`src/rtl/aclk_pkg.sv`:
```
// Shared constants, key map and scanner state encoding for the
// alarm-clock keypad scanner (aclk_keypad_scanner, aclk_sync2).
package aclk_pkg;

    localparam int KEY_W = 4;

    localparam logic [KEY_W-1:0] NOKEY    = 4'd10;
    localparam logic [KEY_W-1:0] KEY_STAR = 4'd11;
    localparam logic [KEY_W-1:0] KEY_HASH = 4'd12;

    typedef enum logic [1:0] {
        SCAN     = 2'd0,
        DEBOUNCE = 2'd1,
        PRESSED  = 2'd2,
        RELEASE  = 2'd3
    } scan_state_t;

    // Entry index is row*3 + col; r0 = "1 2 3" ... r3 = "* 0 #".
    localparam logic [11:0][KEY_W-1:0] KEY_MAP = {
        KEY_HASH, 4'd0, KEY_STAR,
        4'd9, 4'd8, 4'd7,
        4'd6, 4'd5, 4'd4,
        4'd3, 4'd2, 4'd1
    };

    function automatic logic [KEY_W-1:0] key_code(
        input logic [1:0] r,
        input logic [1:0] c
    );
        return KEY_MAP[4'(r) * 4'd3 + 4'(c)];
    endfunction

endpackage

```
`src/rtl/aclk_sync2.sv`:
```
// Two-flop synchronizer for asynchronous active-low sense lines.
// Ports: clk, rst (async high), d (raw), q (synchronized); resets to all-ones.
module aclk_sync2 #(
    parameter int W = 1
) (
    input  logic         clk,
    input  logic         rst,
    input  logic [W-1:0] d,
    output logic [W-1:0] q
);

    logic [W-1:0] meta;

    always_ff @(posedge clk or posedge rst) begin
        if (rst) begin
            meta <= '1;
            q    <= '1;
        end else begin
            meta <= d;
            q    <= meta;
        end
    end

endmodule

```
`src/rtl/aclk_keypad_scanner.sv`:
```
// 4x3 keypad scanner with debounce driving the alarm-clock key interface.
// Ports: clk, rst (async high), row_n[3:0] (one-hot low row drive),
//   col_n[2:0] (raw column sense, low = pressed), key[3:0] (0-9, 10 idle),
//   alarm_button ('*'), time_button ('#'),
//   key_strobe (only when ACLK_KEYPAD_STROBE_EN is defined: 1-clk accept pulse).
module aclk_keypad_scanner
    import aclk_pkg::*;
#(
    parameter int SCAN_DIV       = 16,
    parameter int DEBOUNCE_SCANS = 4
) (
    input  logic             clk,
    input  logic             rst,
    output logic [3:0]       row_n,
    input  logic [2:0]       col_n,
    output logic [KEY_W-1:0] key,
    output logic             alarm_button,
    output logic             time_button
`ifdef ACLK_KEYPAD_STROBE_EN
    ,
    output logic             key_strobe
`endif
);

    localparam logic [15:0] TMR_LAST = 16'(SCAN_DIV - 1);
    localparam logic [3:0]  DB_N     = 4'(DEBOUNCE_SCANS);

    logic [2:0]  col_s;
    logic [15:0] tmr;
    logic        sample;
    scan_state_t state, state_nx;
    logic [1:0]  row_q, row_nx;
    logic [1:0]  col_q, col_nx;
    logic [3:0]  dcnt, dcnt_nx;
    logic        any_low;
    logic [1:0]  low_idx;
    logic        lat_low;
    logic [KEY_W-1:0] code;

    aclk_sync2 #(.W(3)) u_sync (
        .clk (clk),
        .rst (rst),
        .d   (col_n),
        .q   (col_s)
    );

    assign sample  = (tmr == TMR_LAST);
    assign any_low = ~&col_s;
    assign row_n   = ~(4'b0001 << row_q);

    // Lowest-index low column wins within a row.
    always_comb begin
        if (!col_s[0])      low_idx = 2'd0;
        else if (!col_s[1]) low_idx = 2'd1;
        else                low_idx = 2'd2;
    end

    always_comb begin
        case (col_q)
            2'd0:    lat_low = ~col_s[0];
            2'd1:    lat_low = ~col_s[1];
            default: lat_low = ~col_s[2];
        endcase
    end

    // State and datapath registers.
    always_ff @(posedge clk or posedge rst) begin
        if (rst) begin
            state <= SCAN;
            tmr   <= '0;
            row_q <= '0;
            col_q <= '0;
            dcnt  <= '0;
        end else begin
            state <= state_nx;
            tmr   <= sample ? 16'd0 : tmr + 16'd1;
            row_q <= row_nx;
            col_q <= col_nx;
            dcnt  <= dcnt_nx;
        end
    end

    // Next state; rows only advance when no key is being tracked.
    always_comb begin
        state_nx = state;
        row_nx   = row_q;
        col_nx   = col_q;
        dcnt_nx  = dcnt;
        if (sample) begin
            unique case (state)
                SCAN: begin
                    if (any_low) begin
                        col_nx   = low_idx;
                        dcnt_nx  = 4'd1;
                        state_nx = (DB_N == 4'd1) ? PRESSED : DEBOUNCE;
                    end else begin
                        row_nx = row_q + 2'd1;
                    end
                end
                DEBOUNCE: begin
                    if (lat_low) begin
                        dcnt_nx = dcnt + 4'd1;
                        if (dcnt + 4'd1 == DB_N) state_nx = PRESSED;
                    end else begin
                        state_nx = SCAN;
                        row_nx   = row_q + 2'd1;
                        dcnt_nx  = '0;
                    end
                end
                PRESSED: begin
                    if (!lat_low) begin
                        if (DB_N == 4'd1) begin
                            state_nx = SCAN;
                            row_nx   = row_q + 2'd1;
                            dcnt_nx  = '0;
                        end else begin
                            state_nx = RELEASE;
                            dcnt_nx  = 4'd1;
                        end
                    end
                end
                RELEASE: begin
                    if (lat_low) begin
                        state_nx = PRESSED;
                    end else if (dcnt + 4'd1 == DB_N) begin
                        state_nx = SCAN;
                        row_nx   = row_q + 2'd1;
                        dcnt_nx  = '0;
                    end else begin
                        dcnt_nx = dcnt + 4'd1;
                    end
                end
            endcase
        end
    end

    // Outputs follow the accepted key while PRESSED or releasing.
    assign code = key_code(row_q, col_q);

    always_comb begin
        key          = NOKEY;
        alarm_button = 1'b0;
        time_button  = 1'b0;
        if (state == PRESSED || state == RELEASE) begin
            if (code == KEY_STAR)      alarm_button = 1'b1;
            else if (code == KEY_HASH) time_button  = 1'b1;
            else                       key          = code;
        end
    end

`ifdef ACLK_KEYPAD_STROBE_EN
    // Fresh acceptance only; RELEASE->PRESSED bounce does not pulse.
    always_ff @(posedge clk or posedge rst) begin
        if (rst) key_strobe <= 1'b0;
        else key_strobe <= (state_nx == PRESSED) &&
                           (state == SCAN || state == DEBOUNCE);
    end
`endif

endmodule

```
`config.mk`:
```
export PLATFORM = sky130hd
export DESIGN_NAME = aclk_keypad_scanner
export DESIGN_NICKNAME = d
export VERILOG_FILES = /design/src/rtl/aclk_pkg.sv /design/src/rtl/aclk_sync2.sv /design/src/rtl/aclk_keypad_scanner.sv
export SDC_FILE = /design/constraint.sdc
export NUM_CORES = 1
export LEC_CHECK = 0
export BUFFER_PORTS_ARGS = -buffer_cell sky130_fd_sc_hd__clkbuf_2
export CORE_MARGIN = 2
export CORE_UTILIZATION = 45
export CTS_BUF_LIST = sky130_fd_sc_hd__clkbuf_8
export CTS_CLUSTER_SIZE = 12
export DETAILED_ROUTE_END_ITERATION = 8
export GPL_ROUTABILITY_DRIVEN = 0
export PLACE_DENSITY = 0.72
export SYNTH_ARGS = -nofsm -noshare
export SYNTH_HDL_FRONTEND = slang
export SYNTH_HIERARCHICAL = 1
export SYNTH_SLANG_ARGS = --single-unit
```
`constraint.sdc`:
```
create_clock -name clk -period 3.8 [get_ports clk]
set_input_delay 0.19 -clock clk [delete_from_list [all_inputs] [get_ports clk]]
set_output_delay 0.19 -clock clk [all_outputs]
set_load 0.1 [all_outputs]
```
# Yosys cells after proc, flatten, opt, wreduce, memory -nomap -nowiden
# Memory sizes are Yosys's and may differ from the RTL's.
# Index checks and enable logic that the tools add are counted.
op_classes:
  div_mod_pow: 0
  n_mux: 31
  shift: 1
  n_lt_le_gt_ge: 1
  n_reduce_logical: 9
  n_addsub: 4
  multipliers: 1
  bitwise: 5
  n_eq_ne: 16
op_table:
  columns: ["op", "count"]
  rows:
  - ["$mux W4", 9]
  - ["$mux W2", 12]
  - ["$add A16 B1 Y16 const B", 1]
  - ["$eq A16 B4 Y1 const B", 1]
  - ["$mux W16", 1]
  - ["$pmux W4 S4", 1]
  - ["$ne A2 B2 Y1 const B", 6]
  - ["$eq A4 B4 Y1 const B", 2]
  - ["$pmux W2 S4", 1]
  - ["$ne A3 B3 Y1 const B", 2]
  - ["$pmux W2 S3", 1]
  - ["$reduce_and A3 Y1", 2]
  - ["$reduce_and A6 Y1", 1]
  - ["$lt A4 B5 Y1 const B", 1]
  - ["$mux W1", 5]
  - ["$reduce_and A5 Y1", 1]
  - ["$add A4 B1 Y4 const B", 1]
  - ["$add A4 B2 Y4", 1]
  - ["$eq A2 B1 Y1 const B", 2]
  - ["$eq A2 B2 Y1 const B", 2]
  - ["$eq A4 B3 Y1 const B", 1]
  - ["$logic_not A2 Y1", 2]
  - ["$mul A2 B2 Y4 const B", 1]
  - ["$not A1 Y1", 4]
  - ["other kinds (7)", 7]
word_totals:
  rom_bits: 64
  regBits: 32
  latch_bits: 0
  n_memories: 1
  ramBits: 0
mem_list:
  columns: ["name", "depth", "width", "read_ports", "rd_clocked_by_memory_dff", "wr", "line_no", "source"]
  rows:
  - ["(no name shown)", 16, 4, 1, 0, 0, "aclk_pkg.sv:30", "return KEY_MAP[4'(r) * 4'd3 + 4'(c)];"]

# Logic depth before layout (Yosys ltp)
# Gate-level depths: netlist of run 1.
depth:
  depth_word: 8
  mapped_depth: 8
  mapped_depth_nobuf: 8

# Hierarchy
# The synthesis of run 1 kept the hierarchy.
modules_own_cells:
  columns: ["module", "area_per_inst_um2", "instances", "cells_each", "seq_area_each_um2"]
  rows:
  - ["aclk_keypad_scanner", 1725.4, 1, 177, 650.6]
  - ["aclk_sync2", 161.4, 1, 7, 157.7]

# Least setup slack after synthesis of run 1
# OpenSTA, ideal clock, no wires.
synth_path:
  path_kind: "flip-flop to output port"
  from: "reg row_q[0]"
  to: "out alarm_button"
  stages_incl_launch_ff: 7
  arrival_ps: 4010
  path_slack_ps: -400
  path_cell_list: "dfrtp_1 fa_1 ha_1 fa_1 nor2b_1 a31oi_1 nor3_1"
synth_via:
  elab_chain_len: 7
synth_lines:
  columns: ["element", "line_no", "source"]
  rows:
  - ["start, declared", "aclk_keypad_scanner.sv:32", "logic [1:0] row_q, row_nx;"]
  - ["start signal, assigned", "aclk_keypad_scanner.sv:77", "row_q <= row_nx;"]
  - ["$mul A2 B2 Y4", "aclk_pkg.sv:30", null]
  - ["$add A4 B2 Y4", "aclk_pkg.sv:30", null]
  - ["$mem_v2 Z16 W4", null, null]
  - ["$mux W4 (not written as such)", "aclk_pkg.sv:30", null]
  - ["$eq A4 B4 Y1", "aclk_keypad_scanner.sv:145", "if (code == KEY_STAR) alarm_button = 1'b1;"]
  - ["$mux W1", "aclk_keypad_scanner.sv:145", null]
  - ["$mux W1", "aclk_keypad_scanner.sv:144", "if (state == PRESSED || state == RELEASE) begin"]
  - ["end, declared", "aclk_keypad_scanner.sv:17", "output logic alarm_button,"]
# No other way between the ends. The select of a mux whose other input is x is not followed.

# Worst setup path in the final report of run 1
layout_path:
  from: "reg row_q[0]"
  to: "out time_button"
layout_via:
  elab_chain_len: 8
layout_lines:
  columns: ["element", "line_no", "source"]
  rows:
  - ["$mul A2 B2 Y4 (*)", "aclk_pkg.sv:30", null]
  - ["$add A4 B2 Y4 (*)", "aclk_pkg.sv:30", null]
  - ["$mem_v2 Z16 W4 (*)", null, null]
  - ["$mux W4 (not written as such) (*)", "aclk_pkg.sv:30", null]
  - ["$eq A4 B4 Y1", "aclk_keypad_scanner.sv:146", "else if (code == KEY_HASH) time_button = 1'b1;"]
  - ["$mux W1", "aclk_keypad_scanner.sv:146", null]
  - ["$mux W1 (*)", "aclk_keypad_scanner.sv:145", null]
  - ["$mux W1 (*)", "aclk_keypad_scanner.sv:144", null]
  - ["end, declared", "aclk_keypad_scanner.sv:18", "output logic time_button"]
# Every way passes the cells marked *; elsewhere a longest branch is shown, timed or not. The select of a mux whose other input is x is not followed.

==> impl_results.md, run 1 <==
- Num CTS Buffers: 5
- Drt drc: 0
- Seq/Total Area, Yosys: 42.8%
- Vias in the first global route: 1204
- Rel. slew slack: 33.0%
- Crit path kind: register to primary output
- Unrepaired setup endpoints after global routing: false
- Status: finished, final reports clean
- Fin crit period: 3.27 ns
- Register bit count reported by yosys: 32
- Worst R2R Start: dcnt[0]
- Mapped Area: 1890 µm²
- Reg2Reg Setup Slack: 1.80 ns
- Filler instances: 370
- Cell count after synthesis: 184
- Antenna diodes: 0
- Commonest non-fill, non-tap cell in the layout: dfrtp_1
- Clock Pin Slew Worst Setup and Hold Paths: 0.08 ns
- Critical path launch point type: register
- Die Y-Extent: 68.8 µm
- Period utilization: 86.1%
- Async S/R FF share, synth: 100%
- Top_reg_cell synth: dfrtp_1
- Total Wirelength: 3100 µm
- Avg Cell Area, Syn: 10.3 µm²
- Hpwl dp: 2270 µm
- DR vias/cell: 5.19
- Distinct cell type count after synthesis: 46
- FMAX: 305 MHz
- Initial Utilization: 46.8%
- Total power draw: 1.08 mW
- Final Hold Vio Count: 0
- Via count: 1329
- Resize count post-CTS: 0
- Share of cells above drive strength 1: 18.9%
- Die W: 68.8 µm
- Worst-skew pair later-pin latency: 0.29 ns
- R2R Path End: row_q[1]
- Final net count: 225
- Worst setup margin: 0.527 ns
- WHS: 0.0107 ns
- Die Area: 4730 µm²
- Root Driver: clkbuf_8
- Maximum vdd ir drop: 0.000315 V
- Post-CTS Setup Bufs: 0
- Hold crit path type: primary input to asynchronous set/reset pin
- Initial antenna violation count: 0
- Clk buf depth: 2
- GRT Util Overall: 15.5%
- Power per Cell Area: 508 nW/µm²
- Row count: 23
- Pre-antenna DRT Iters: 4
- Final ANT Viol Nets: 0
- Syn_nets: 204
- CP max FO: 7
- WL/cell: 12.1 µm
- Io pins: 15
- Setup TNS: 0 ns
- Worst Setup End Kind: primary output
- Fin. max-slew vios: 0
- Setup-failing EPs final: 0
- Commonest non-fill, non-tap cells in the layout: dfrtp_1, inv_1, nor2_1
- Critical Path RT: 3.61 ns
- Port Buffers: 14
- First DRT Iteration DRCs: 76
- Number of synthesized flops with an enable pin: 0
- Lkg Pwr: 1.02 nW
- Synth warn: 6
- GRT overflow: 0
- Htree depth: 2
- CTS tree: done
- Core ar.: 4030 µm²
- Clock skew: 0.0148 ns
- Place WS: 0.857 ns
- Clock Sinks: 32
- Largest net degree at the start of global routing: 27
- Actual slew at the worst max-slew pin: 1.00 ns
- Maximum Capacitance Violations: 0
- R2R cell count: 6
- First-pass GRT wire length: 5350 µm
- Endpoint arrival time on the critical path: 3.08 ns
- Area grow syn2layout: 13.0%
==> Yosys cell counts (2+ instances only) <==
cell type  count  share of area [%]
dfrtp_1       26                 34
inv_1         16                3.2
nor2_1        16                3.2
ha_1          13                8.6
nand2_1       13                2.6
nand3_1       12                3.2
xnor2_1        9                4.2
o21ai_0        8                2.1
dfstp_2        6                8.4
xor2_1         6                2.8
a21oi_1        4                1.1
and3_1         4                1.3
and4_1         4                1.9
nand2b_1       4                1.3
and4_2         3                1.6
nand4_1        3               0.99
clkbuf_1       2               0.40
fa_1           2                2.1
mux2_1         2                1.2
mux2_2         2                1.2
nor3_1         2               0.53
nor4_4         2                2.3
o22ai_1        2               0.66
==> sequential cells by signal, indices dropped and copies added, names as in the netlist, named ones only <==
signal / count
col_q: 2
dcnt: 4
row_q: 2
state: 1
tmr: 16
u_sync/meta: 3
u_sync/q: 3
==> per-stage QoR <==
step	cell area [µm²]	utilization [%]	instances
6_report	2130	52.9	256
3_3_place_gp	2010	49.9	245
4_1_cts	2130	52.9	256
5_1_grt	2130	52.9	256
3_5_place_dp	2010	49.9	245
2_1_floorplan	1890	-	184
==> power breakdown <==
group          switching (mW)  leakage, nW  internal (mW)
combinational           0.282        0.557          0.131
sequential             0.0381        0.410          0.366
clock                   0.123       0.0510          0.144
==> worst max path at each step <==
stage                  start          end  slack (ns)
floorplan           row_q[0]  time_button        0.30
global placement    row_q[0]  time_button        0.94
detailed placement  row_q[0]  time_button        0.86
CTS                 row_q[0]  time_button        0.54
global route        row_q[0]  time_button        0.37
finish              row_q[0]  time_button        0.53
==> critical path, stage by stage (launching register included) <==
cell and delay [ns]:
dfrtp_1 0.48, fa_1 0.51, ha_1 0.22, fa_1 0.47
nor2b_1 0.25, nand2b_1 0.11, nand2_1 0.07, nand3_1 0.10
nor2_1 0.11, clkbuf_2 0.47
==> timing repair <==
| item | CTS | global route |
|---|---|---|
| hold buffers | 3 | 0 |
| endpoints found under the hold margin | 3 | 0 |
| setup endpoints to repair | 0 | 0 |
==> routing by layer <==
metal  up-vias  GRT usage [%]  part of all wire [%]
li1        687              -                     -
met1       621           20.2                    50
met2        19           24.5                    46
met3         2           4.87                   2.9
met4         0           5.15                  0.39
met5         -              0                     0
==> area by class of cell <==
class | instances | area (µm²) | area share (%)
inverters | 17 | 63.8 | 2.99
well taps | 50 | 62.6 | 2.93
multi-input cells | 132 | 1000 | 47.1
clock buffers | 6 | 82.6 | 3.87
clock inverters | 2 | 10.0 | 0.469
flip-flops and latches | 32 | 808 | 37.9
repair buffers | 17 | 100 | 4.69
==> logic make-up after synthesis <==
logic type                 after synthesis  share of synthesized area (%)
muxes                                    5                           2.92
buffers and inverters                   20                           4.18
DFF                                     32                           42.8
and+or+nand+nor                         68                           21.0
adders and majority gates               15                           10.7
xor gates and xnor gates                15                           6.96
AOI/OAI and AO/OA                       29                           11.4
(Power assumes the default switching activity.)
==> inputs of run 2 (changes only) <==
CORE_UTILIZATION = 61   (was 45)
PLACE_DENSITY = 0.9   (was 0.72)
==> run 2 against run 1 <==
Net effect:
- clock skew is 0.012 ns lower
- register-to-register slack got worse by 0.05 ns
- combinational power increased by 1%
- cell area decreased by 1.7%
- sequential power about the same
- setup slack improved by 0.024 ns
- utilization rose by 17 points
- highest routed layer unchanged
==> impl_results.md, run 2 (synthesis gave the netlist of run 1 again) <==
- Status: finished, final reports clean
- Vias in the first global route: 1319 (+9.6%)
- Fin. max-slew vios: 0 (unchanged)
- Setup TNS: 0 ns (unchanged)
- Hpwl dp: 2290 µm (+1.1%)
- First-pass GRT wire length: 5770 µm (+7.7%)
- Actual slew at the worst max-slew pin: 0.955 ns (-0.0484 ns)
- Largest net degree at the start of global routing: 27 (unchanged)
- Placed cells: 228 (-6.9%)
- Port Buffers: 14 (unchanged)
- Total power draw: 1.05 mW (-3.0%)
- Max reg flops: 16 (unchanged)
- Setup-failing EPs final: 0 (unchanged)
- Root Driver: clkbuf_8
- Top Registers: tmr x16, dcnt x4
- Core ar.: 3000 µm² (-25%)
- Worst Setup End Kind: primary output
- Clock Sinks: 32 (unchanged)
- CTS tree: done
- Post-CTS Setup Bufs: 0 (unchanged)
- Util after Layout: 69.8% (+17 points)
- Initial antenna violation count: 0 (unchanged)
- Placed Area: 1990 µm² (-1.1%)
- Lkg Pwr: 1.01 nW (-0.57%)
- Worst setup margin: 0.550 ns (+0.0237 ns)
- CP max-delay cell: fa_1
- Critical Path Max Stage Delay: 0.51 ns (about the same)
- Total Wirelength: 3300 µm (+6.6%)
- Crit path kind: register to primary output
- Final instance area: 2100 µm² (-1.7%)
- WL/cell: 13.9 µm (+15%)
- Critical path launch point type: register
- Endpoint arrival time on the critical path: 3.06 ns (-0.02 ns)
- FMAX: 308 MHz (+0.73%)
- CP max FO: 7 (unchanged)
- Row count: 20 (-13%)
- Maximum Capacitance Violations: 0 (unchanged)
- Place WS: 0.845 ns (-0.0124 ns)
- Rel. slew slack: 36.3% (+3.2 points)
- GRT overflow: 0 (unchanged)
- Top cell by count, worst path: nor2_1
- Final net count: 225 (unchanged)
- Resize count post-CTS: 0 (unchanged)
- Post-route insts no fill: 238 (-7.0%)
- WHS: 0.0304 ns (+0.0197 ns)
- Largest register by flop count: tmr
- GRT Util Overall: 22.2% (+6.7 points)
- Die Y-Extent: 59.6 µm (-13%)
- Antenna diodes: 0 (unchanged)
- Critical Path RT: 3.61 ns (about the same)
- Clk buf depth: 2 (unchanged)
- Fin crit period: 3.25 ns (-0.0237 ns)
- Area grow syn2layout: 11.1%
- Power per Cell Area: 502 nW/µm² (-1.3%)
- Htree depth: 2 (unchanged)
- Commonest non-fill, non-tap cells in the layout: dfrtp_1, inv_1, nor2_1
- Clock skew: 0.00297 ns (-0.0119 ns)
- Commonest non-fill, non-tap cell in the layout: dfrtp_1
- Share of cells above drive strength 1: 18.0% (-0.88 points)
- Initial Utilization: 62.8% (+16 points)
- Die Area: 3550 µm² (-25%)
- Pre-antenna DRT Iters: 7 (+3)
- Num CTS Buffers: 5 (unchanged)
- R2R cell count: 6 (unchanged)
- Unrepaired setup endpoints after global routing: false
- Io pins: 15 (unchanged)
- DR vias/cell: 5.87 (+13%)
- Final ANT Viol Nets: 0 (unchanged)
- Clock Pin Slew Worst Setup and Hold Paths: 0.06 ns (-0.02 ns)
- Drt drc: 0 (unchanged)
- Worst-skew pair later-pin latency: 0.28 ns (about the same)
- Hold crit path type: primary input to asynchronous set/reset pin
- Cell Chain, Critical Path: fa_1 -> ha_1 -> fa_1 -> nand2b_1 -> nor2_1 -> a31oi_1 -> nor2_1 -> nor2_1 -> clkbuf_2
- Via count: 1397 (+5.1%)
- First DRT Iteration DRCs: 43 (-43%)
- Die W: 59.6 µm (-13%)
- Final Hold Vio Count: 0 (unchanged)
- Maximum vdd ir drop: 0.000304 V (-3.3%)
- Period utilization: 85.5% (-0.62 points)
[run 2: layout make-up]
type / count / area (µm²)
multi-input combinational: 132 / 1000
fill: 213 / 907
sequential: 32 / 808
timing repair buffer: 17 / 100
clock buffer: 5 / 68.8
inverter: 17 / 63.8
tap: 33 / 41.3
clock inverter: 2 / 8.76
[run 2: repair_timing]
item | 4_1_cts | 5_1_grt
hold endpoints to repair | 3 | 0
setup endpoints to repair | 0 | 0
hold buffers | 3 | 0
[run 2: path summary, 6_finish.rpt]
check | startpoint | to | slack, ns
worst max-delay path | row_q[0] | key[0] | 0.55
worst min-delay path | rst | u_sync/q[1] | 0.03
worst max register to register | dcnt[0] | row_q[1] | 1.75
worst min register to register | u_sync/meta[2] | u_sync/q[2] | 0.35
max in group asynchronous | rst | tmr[11] | 3.10
min in group clk | u_sync/meta[2] | u_sync/q[2] | 0.35
[run 2: power breakdown]
group / leakage [nW] / total (mW) / internal, mW / switching [mW]
sequential: 0.410 / 0.404 / 0.366 / 0.0377
combinational: 0.557 / 0.419 / 0.132 / 0.287
clock: 0.0452 / 0.229 / 0.121 / 0.108
total: 1.01 / 1.05 / 0.619 / 0.432
[run 2: routing by layer]
layer | global-route usage (%) | up-vias | routed length, µm | part of all wire (%)
met1 | 28.6 | 681 | 1510 | 46
met2 | 34.7 | 20 | 1610 | 49
met3 | 6.33 | 8 | 90 | 2.7
li1 | - | 688 | - | -
met5 | 0 | - | 0 | 0
met4 | 10.5 | 0 | 86 | 2.6
[run 2: worst max-delay path: cells and delay by family (launching register included)]
| family | cells | cell delay, ns |
|---|---|---|
| flip-flops | 1 | 0.46 |
| AO/OA/AOI/OAI | 1 | 0.24 |
| AND/OR/NAND/NOR | 4 | 0.42 |
| buffers and inverters | 1 | 0.46 |
| adder cells (fa/ha/maj) | 3 | 1.21 |
==> inputs of run 3 (changes only) <==
BUFFER_PORTS_ARGS = -buffer_cell sky130_fd_sc_hd__buf_4   (was -buffer_cell sky130_fd_sc_hd__clkbuf_2)
CELL_PAD_IN_SITES_DETAIL_PLACEMENT = 1   (was default)
CELL_PAD_IN_SITES_GLOBAL_PLACEMENT = 1   (was default)
CORE_UTILIZATION = 52   (was 61)
PLACE_DENSITY = 0.95   (was 0.9)
==> run 3 against run 2 <==
Net effect:
- clock-buffer cell count rose by 1
- clock skew grew 0.0044 ns
- sequential share of layout area fell by 0.68 points
- hold slack got worse by 0.023 ns
- first-iteration DRC count increased by 100%
- critical path depth unchanged
- register-to-register slack worse by 0.19 ns
- wire length grew 37%
- non-clock buffer count decreased by 3
- critical endpoint is now key[2]
==> impl_results.md, run 3 (synthesis gave the netlist of run 1 again) <==
- Maximum Capacitance Violations: 0 (unchanged)
- Initial antenna violation count: 0 (unchanged)
- Status: finished, final reports clean
- Die Y-Extent: 64.2 µm (+7.7%)
- WL/cell: 18.1 µm (+31%)
- FF+latch area: 808 µm² (unchanged)
- Total power draw: 1.13 mW (+7.1%)
- Area grow syn2layout: 13.1%
- First DRT Iteration DRCs: 88 (+100%)
- Row count: 21 (+5.0%)
- Antenna diodes: 0 (unchanged)
- Final ANT Viol Nets: 0 (unchanged)
- Worst R2R Start: dcnt[0]
- Critical Path Source: row_q[0]
- Root Driver: clkbuf_8
- Clock Sinks: 32 (unchanged)
- CTS tree: done
- Setup TNS: 0 ns (unchanged)
- FMAX: 319 MHz (+3.8%)
- Final net count: 222 (-1.3%)
- Rel. slew slack: 34.4% (-1.9 points)
- Setup-failing EPs final: 0 (unchanged)
- Max reg flops: 16 (unchanged)
- Htree depth: 2 (unchanged)
- Critical path launch point type: register
- Critical Path RT: 3.61 ns (about the same)
- Actual slew at the worst max-slew pin: 0.983 ns (+0.0279 ns)
- Hold crit path type: primary input to register
- Post-CTS Hold Fix Bufs: 0 (-3)
- Worst Setup End Kind: primary output
- Commonest non-fill, non-tap cells in the layout: dfrtp_1, inv_1, nor2_1
- Port Buffers: 14 (unchanged)
- Unrepaired setup endpoints after global routing: false
- Maximum vdd ir drop: 0.000423 V (+39%)
- Hold_sp: col_n[0]
- Endpoint arrival time on the critical path: 2.94 ns (-0.12 ns)
- Worst-skew pair later-pin latency: 0.29 ns (about the same)
- Num CTS Buffers: 5 (unchanged)
- Die Area: 4130 µm² (+16%)
- CP max FO: 7 (unchanged)
- First-pass GRT wire length: 7980 µm (+38%)
- Total Wirelength: 4520 µm (+37%)
- Final Hold Vio Count: 0 (unchanged)
- Vias in the first global route: 1647 (+25%)
- Resize count post-CTS: 0 (unchanged)
- Share of cells above drive strength 1: 18.7% (+0.67 points)
- GRT overflow: 0 (unchanged)
- Initial Utilization: 55.2% (-7.6 points)
- Clk buf depth: 2 (unchanged)
- Largest register by flop count: tmr
- Place WS: 0.970 ns (+0.126 ns)
- Core ar.: 3420 µm² (+14%)
- Die W: 64.2 µm (+7.7%)
- Area of the multi-input gates: 1000 µm² (unchanged)
- Drt drc: 0 (unchanged)
- Worst setup margin: 0.670 ns (+0.120 ns)
- Via count: 1466 (+4.9%)
- Hpwl dp: 3300 µm (+44%)
- Top Registers: tmr x16, dcnt x4
- DR vias/cell: 5.89 (+0.30%)
- Crit path kind: register to primary output
- Placed Area: 2040 µm² (+2.6%)
- Fin. max-slew vios: 0 (unchanged)
- Power per Cell Area: 528 nW/µm² (+5.2%)
- Filler instances: 389 (+83%)
- Clock skew: 0.00740 ns (+0.00444 ns)
- Io pins: 15 (unchanged)
- Commonest non-fill, non-tap cell in the layout: dfrtp_1
- Final instance area: 2130 µm² (+1.8%)
- Pre-antenna DRT Iters: 4 (-3)
- GRT Util Overall: 25.5% (+3.2 points)
- Largest net degree at the start of global routing: 27 (unchanged)
- Fin crit period: 3.13 ns (-0.120 ns)
- Clock Pin Slew Worst Setup and Hold Paths: 0.07 ns (about the same)
- Period utilization: 82.4% (-3.1 points)
- Post-CTS Setup Bufs: 0 (unchanged)
- Lkg Pwr: 1.01 nW (about the same)
run 3: cell types whose count changed in the layout (fill, tap and decap cells not counted), sizes merged:
cell,change
buf,+14
clkbuf,-13
clkinv,-1
clkinvlp,+1
dlygate4sd3,-3
run 3: final timing paths:
path                       slack, ns  cells after the start             end
hold reg to reg                 0.36                      0     u_sync/q[2]
max in group asynchronous       3.06                      2          tmr[0]
setup reg to reg                1.56                      6        row_q[1]
setup / recovery                0.67                      9          key[2]
min in group asynchronous       0.03                      2  u_sync/meta[0]
hold / removal                 0.008                      1  u_sync/meta[0]
run 3: metrics by stage:
stage	instances	hold slack, ns	utilization (%)
2_1_floorplan	184	0.189	-
3_3_place_gp	241	0.299	59.7
3_5_place_dp	241	0.299	59.7
4_1_cts	249	0.00209	62.5
5_1_grt	249	0.000303	62.5
6_report	249	0.00778	62.5
run 3: critical path, cell delays in order, from the launching register on:
cell and delay (ns):
dfrtp_1 0.47, fa_1 0.50, ha_1 0.22, fa_1 0.48, nor2b_1 0.27, nand2b_1 0.10
nand2_1 0.07, nand3_1 0.12, and3_1 0.20, buf_4 0.23
run 3: metal layers:
metal	track usage (%)	routed length, µm	share of wire, %	vias to the layer above
met5	0	0	0	-
met4	13.8	185	4.1	0
met3	4.58	111	2.5	17
li1	-	-	-	684
met1	28.8	1890	42	735
met2	45.2	2330	52	30
run 3: power breakdown:
group / internal [mW] / switching [mW] / total [mW]
combinational: 0.143 / 0.305 / 0.448
sequential: 0.366 / 0.0398 / 0.406
clock: 0.144 / 0.129 / 0.273
run 3: layout make-up:
cell class	instances	area share [%]
clock buffers	6	3.87
clock inverters	2	0.528
inverters	17	2.99
multi-input cells	132	47.1
flip-flops and latches	32	37.9
well taps	46	2.70
repair buffers	14	4.93
